### src/rtl/if_fetch_stage.sv
// Instruction-fetch stage: owns the PC, keeps one request outstanding to a
// variable-latency instruction memory, skid-buffers one word under stall and redirects on EX branches.
module if_fetch_stage #(
    parameter logic [31:0] RESET_PC = 32'h0000_0000,
    parameter logic [31:0] NOP_INST = 32'h0000_0000
) (
    input  logic        clk,
    input  logic        rst_n,
    input  logic        stall,
    input  logic        br_taken,
    input  logic [31:0] br_pc4,
    input  logic [15:0] br_imm16,
    output logic        imem_req,
    output logic [31:0] imem_addr,
    input  logic        imem_rvalid,
    input  logic [31:0] imem_rdata,
    output logic [31:0] if_id_inst,
    output logic [31:0] if_id_pc4,
    output logic        if_id_valid,
    output logic [31:0] pc
);

    typedef enum logic [1:0] {S_REQ, S_WAIT, S_HOLD, S_DISCARD} state_t;

    state_t      state;
    logic        skid_vld;
    logic [31:0] skid_inst;
    logic [31:0] br_target;
    logic [31:0] pc_plus4;
    logic        ifid_open;
    logic        rsp_keep;
    logic        to_ifid;
    logic        capture;
    logic        release_skid;
    logic        advance;
    logic        inflight;

    function automatic logic [31:0] branch_target(input logic [31:0] pc4,
                                                  input logic [15:0] imm);
        logic signed [31:0] offset;
        offset = 32'(signed'({imm, 2'b00}));
        return pc4 + $unsigned(offset);
    endfunction

    assign br_target    = branch_target(br_pc4, br_imm16);
    assign pc_plus4     = pc + 32'd4;
    assign imem_addr    = {pc[31:2], 2'b00};
    assign ifid_open    = !stall || !if_id_valid;
    assign rsp_keep     = !br_taken && (state == S_WAIT) && imem_rvalid;
    assign to_ifid      = rsp_keep && ifid_open;
    assign capture      = rsp_keep && !ifid_open;
    assign release_skid = !br_taken && (state == S_HOLD) && !stall;
    assign advance      = to_ifid || release_skid;

    // A request presented this cycle is taken by memory on this edge, so a
    // redirect here must still swallow its response before refetching.
    assign inflight = ((state == S_REQ) && imem_req) ||
                      (((state == S_WAIT) || (state == S_DISCARD)) && !imem_rvalid);

    // Fetch control: state, request strobe, PC and skid occupancy
    always_ff @(negedge clk or negedge rst_n) begin
        if (!rst_n) begin
            state    <= S_REQ;
            imem_req <= 1'b0;
            pc       <= RESET_PC;
            skid_vld <= 1'b0;
        end else if (br_taken) begin
            pc       <= br_target;
            skid_vld <= 1'b0;
            state    <= inflight ? S_DISCARD : S_REQ;
            imem_req <= !inflight;
        end else begin
            if (advance)
                pc <= pc_plus4;
            if (capture)
                skid_vld <= 1'b1;
            else if (release_skid)
                skid_vld <= 1'b0;
            unique case (state)
                // imem_req is low here only straight out of reset
                S_REQ: begin
                    imem_req <= !imem_req;
                    if (imem_req)
                        state <= S_WAIT;
                end
                S_WAIT: begin
                    if (imem_rvalid) begin
                        state    <= ifid_open ? S_REQ : S_HOLD;
                        imem_req <= ifid_open;
                    end
                end
                S_HOLD: begin
                    if (!stall) begin
                        state    <= S_REQ;
                        imem_req <= 1'b1;
                    end
                end
                S_DISCARD: begin
                    if (imem_rvalid) begin
                        state    <= S_REQ;
                        imem_req <= 1'b1;
                    end
                end
                default: begin
                    state    <= S_REQ;
                    imem_req <= 1'b1;
                end
            endcase
        end
    end

    always_ff @(negedge clk) begin
        if (capture)
            skid_inst <= imem_rdata;
    end

    // IF/ID register: decode consumes it every unstalled cycle, so an empty
    // cycle becomes a bubble rather than repeating the last instruction
    always_ff @(negedge clk or negedge rst_n) begin
        if (!rst_n) begin
            if_id_inst  <= NOP_INST;
            if_id_pc4   <= '0;
            if_id_valid <= 1'b0;
        end else if (br_taken) begin
            if_id_inst  <= NOP_INST;
            if_id_valid <= 1'b0;
        end else if (advance) begin
            if_id_inst  <= to_ifid ? imem_rdata : skid_inst;
            if_id_pc4   <= pc_plus4;
            if_id_valid <= 1'b1;
        end else if (!stall) begin
            if_id_inst  <= NOP_INST;
            if_id_valid <= 1'b0;
        end
    end

endmodule

### config.mk
export PLATFORM = sky130hd
export DESIGN_NAME = if_fetch_stage
export DESIGN_NICKNAME = d
export VERILOG_FILES = /design/src/rtl/if_fetch_stage.sv
export SDC_FILE = /design/constraint.sdc
export NUM_CORES = 1
export LEC_CHECK = 0
export ABC_AREA = 0
export CELL_PAD_IN_SITES_DETAIL_PLACEMENT = 0
export CELL_PAD_IN_SITES_GLOBAL_PLACEMENT = 2
export CORE_ASPECT_RATIO = 1.75
export CORE_MARGIN = 10
export CORE_UTILIZATION = 32
export CTS_CLUSTER_DIAMETER = 60
export DETAILED_ROUTE_END_ITERATION = 6
export GPL_TIMING_DRIVEN = 0
export PLACE_DENSITY_LB_ADDON = 0.08
export SLEW_MARGIN = 20
export SYNTH_ARGS = -nofsm -noshare
export SYNTH_HDL_FRONTEND = slang
export SYNTH_SLANG_ARGS = --single-unit
### constraint.sdc
create_clock -name clk -period 5.1 [get_ports clk]
set_input_delay 0.51 -clock clk [delete_from_list [all_inputs] [get_ports clk]]
set_output_delay 0.51 -clock clk [all_outputs]
set_load 0.01 [all_outputs]
==> flow_summary.ini, run 1 <==
[outcome]
status = complete, no violations

[pwr]
power_frac_seq_pct = 33.6
p_leak_nw = 4.959
p_sw_mw = 1.578
p_int_mw = 3.067
swShare_pct = 33.97
pwr-share-comb_pct = 38.1
p_per_area_nw_per_um2 = 401.5
pwr-share-clk_pct = 28.3
ir_drop_v = 0.0002249

[global_route]
grt_usage_pct = 16.47
grt_antenna_before_repair = 0
grt_use_met2_pct = 30.97
grt_max_degree = 61
grt_pass1_vias = 7293
grt_pass1_wl_um = 41690
grtUsageMet1_pct = 17.52
grt.busiest_layer = met2
use_met3_pct = 4.056
grt.overflow.total = 0

[finish]
areaGrowthSynthToFinish_pct = 46.65
multi_input_area_um2 = 4259
stdcell_count = 1415
antenna_cells = 0
layout_commonest_cell = clkdlybuf4s50_1
postLayoutCoreUtil_pct = 47.34
register_area_um2 = 3463
final_cell_mix = clkdlybuf4s50_1, nand2_1, dfrtn_1
fillers = 2404
fin_nets = 1206
drive_gt1_share_pct = 14.42

[sta]
fin_worst_skew_ns = 0.06066
setup_viol = 0
hold_violations = 0
whs_ns = 0.4219
maxSlewHeadroom_pct = 49.99
rsz0062_at_grt = yes
final_max_slew_viol_count = 0
finalWorstSetupSlack_ns = 0.04142
worst_pin_slew_ns = 0.7502

[routing]
wl_per_cell_um = 18.80
drc = 0
vias = 6901
via_per_inst = 4.877
dr.pass1.iters = 6
drt_iter0_drc = 186
wl_um = 26600
ant_nets = 0

[place]
portBuffers = 212
dp.cells = 1341
pre_cts_slack_ns = -1.179
hpwlAfterDp_um = 21240
gp_congestion = 0.8029

[clock_tree]
cts_tree = built
htree_levels = 4
numCtsBuffers = 17
cts.sinks = 132
clockBufferDepth = 2
clk_latency_ns = 0.45
clkTransAtPathRegs_ns = 0.04
postCtsHoldBufs = 0
cts-root-buf = clkbuf_16

[die]
num_rows = 76
die_h_um = 227.7
io_pins = 215
initial_core_util_pct = 32.28
core_area_um2 = 24440
die_area_um2 = 31580
die_w_um = 138.7

[worst_setup_path]
r2r-start = pc[2]$_DFFE_NN0N_
path_class = primary input to flop
cp-end-kind = flop
cp-startpoint = br_imm16[13]
endpoint = pc[30]$_DFFE_NN0N_
arrival_ns = 2.75
r2r_slack_ns = 2.47
start_kind = primary input
reg2reg_depth = 8
reg2reg_to = pc[28]$_DFFE_NN0N_
critPathRequiredTime_ns = 2.79
cp_max_fo = 5

[yosys]
ys_seq_elements = 132
synth_edf_count = 32
yosysWarnings = 0
syn-cell-area_um2 = 7889
ys_async_sr_fraction_pct = 75.76
postSynthCellCount = 814
avgSynthCellArea_um2 = 9.691
ys_seq_area_share_pct = 43.90
synth_flop_cell = dfrtn_1
synth.distinct_cells = 68

[hold_path]
hold_class = flop to flop

[run]
maxCapViolCount = 0
[timing repair]
item | CTS | global route
gates resized for setup | 46 | 44
endpoints found under the setup margin | 55 | 44
buffers inserted | 12 | 5
pin swaps | 18 | 16
gates cloned | 0 | 0
[power groups by stage]
stage | Clock [mW] | Sequential, mW | Combinational [mW]
4_1_cts | 1.35 | 1.57 | 1.78
6_report | 1.31 | 1.56 | 1.77
2_1_floorplan | 0.0388 | 1.64 | 0.719
5_1_grt | 1.41 | 1.60 | 1.93
3_3_place_gp | 0.0388 | 1.58 | 1.73
3_5_place_dp | 0.0388 | 1.58 | 1.74
[Yosys cell counts, types with 6 or more instances]
cell      count  area (um2)
and3_1       10       62.56
edfxtp_1     32       960.9
xor2_1       38       332.8
a31oi_1       6       37.54
a21oi_1      31       155.2
o21ai_0      85       425.4
xnor2_1      39       341.6
nand2_1     104       390.4
mux2i_1      44       440.4
clkbuf_1     28       105.1
buf_4        34       255.2
a21o_1       15       112.6
buf_2         8       40.04
nand4_1      12       75.07
inv_1         6       22.52
or3_1         6       37.54
nand3_1      21       105.1
ha_1         30       375.4
nor2_1       57       214.0
dfrtn_1     100        2502
a211oi_1      7       52.55
nor3_1       10       50.05
[state kept, by name, indices dropped and copies added (netlist names)]
name / flops
state: 2
if_id_valid: 1
imem_req: 1
pc: 32
skid_inst: 32
if_id_pc4: 32
if_id_inst: 32
[worst min path at each step]
stage                                      endpoint                       from  cells past startpoint
after detailed placement  if_id_pc4[12]$_DFFE_NN0P_  if_id_pc4[12]$_DFFE_NN0P_                      2
after global routing       if_id_pc4[7]$_DFFE_NN0P_   if_id_pc4[7]$_DFFE_NN0P_                      2
after global placement    if_id_inst[9]$_DFFE_NN0P_     skid_inst[9]$_DFFE_NP_                      2
after floorplan           if_id_inst[0]$_DFFE_NN0P_     skid_inst[0]$_DFFE_NP_                      2
after CTS                 if_id_pc4[19]$_DFFE_NN0P_  if_id_pc4[19]$_DFFE_NN0P_                      2
final                      if_id_pc4[2]$_DFFE_NN0P_   if_id_pc4[2]$_DFFE_NN0P_                      2
[routing by layer]
layer  vias up  wire length [um]  part of all wire (%)
met5         -                 0                     0
met4         0               398                   1.5
met3        18              1212                   4.6
met2       167             14370                    54
met1      3276             10610                    40
li1       3440                 -                     -
[per-stage QoR]
step	power [mW]	area [um2]	TNS, ns
floorplan	2.393	7899	0
global placement	3.349	10410	-407.06
detailed placement	3.358	10460	-76.55
CTS	4.696	11390	0
global route	4.941	11570	-0.02069
finish	4.645	11570	0
[critical path: stages]
cell and delay [ns]:
dlygate4sd2_1 0.23, ha_1 0.29, buf_6 0.13, a21o_1 0.19
a21o_1 0.16, a21o_1 0.19, nand3b_4 0.20, o21a_4 0.24
or3_1 0.36, a32o_1 0.26
[area by class of cell]
| cell class | count | share of cell area (%) |
|---|---|---|
| plain buffers | 68 | 3.612 |
| clock buffers | 23 | 4.791 |
| clock inverters | 41 | 1.482 |
| inverters | 5 | 0.1622 |
| multi-input cells | 603 | 36.82 |
| flip-flops and latches | 132 | 29.94 |
| well taps | 312 | 3.374 |
| repair buffers | 231 | 19.82 |
[kinds of logic after synthesis]
kind of cell               count (synthesis)  synth area share [%]
other                                      1               0.04754
and+or+nand+nor                          247                 14.86
buffers and inverters                     80                 5.662
xor gates and xnor gates                  77                 8.549
AOI/OAI and AO/OA                        197                 15.67
adders and majority gates                 31                 5.012
muxes                                     49                 6.297
DFF                                      132                 43.90
Note: power is estimated with default switching activity, not from simulation.
==> run 2, diff against run 1 <==
SLEW_MARGIN = 15   (was 20)
==> results of run 2 <==
No change in the layout: final DEF, timing and power equal those of run 1.
==> run 3, diff against run 2 <==
CAP_MARGIN = 20   (was not set)
==> results of run 3 <==
No change in the layout: final DEF, timing and power equal those of run 1.
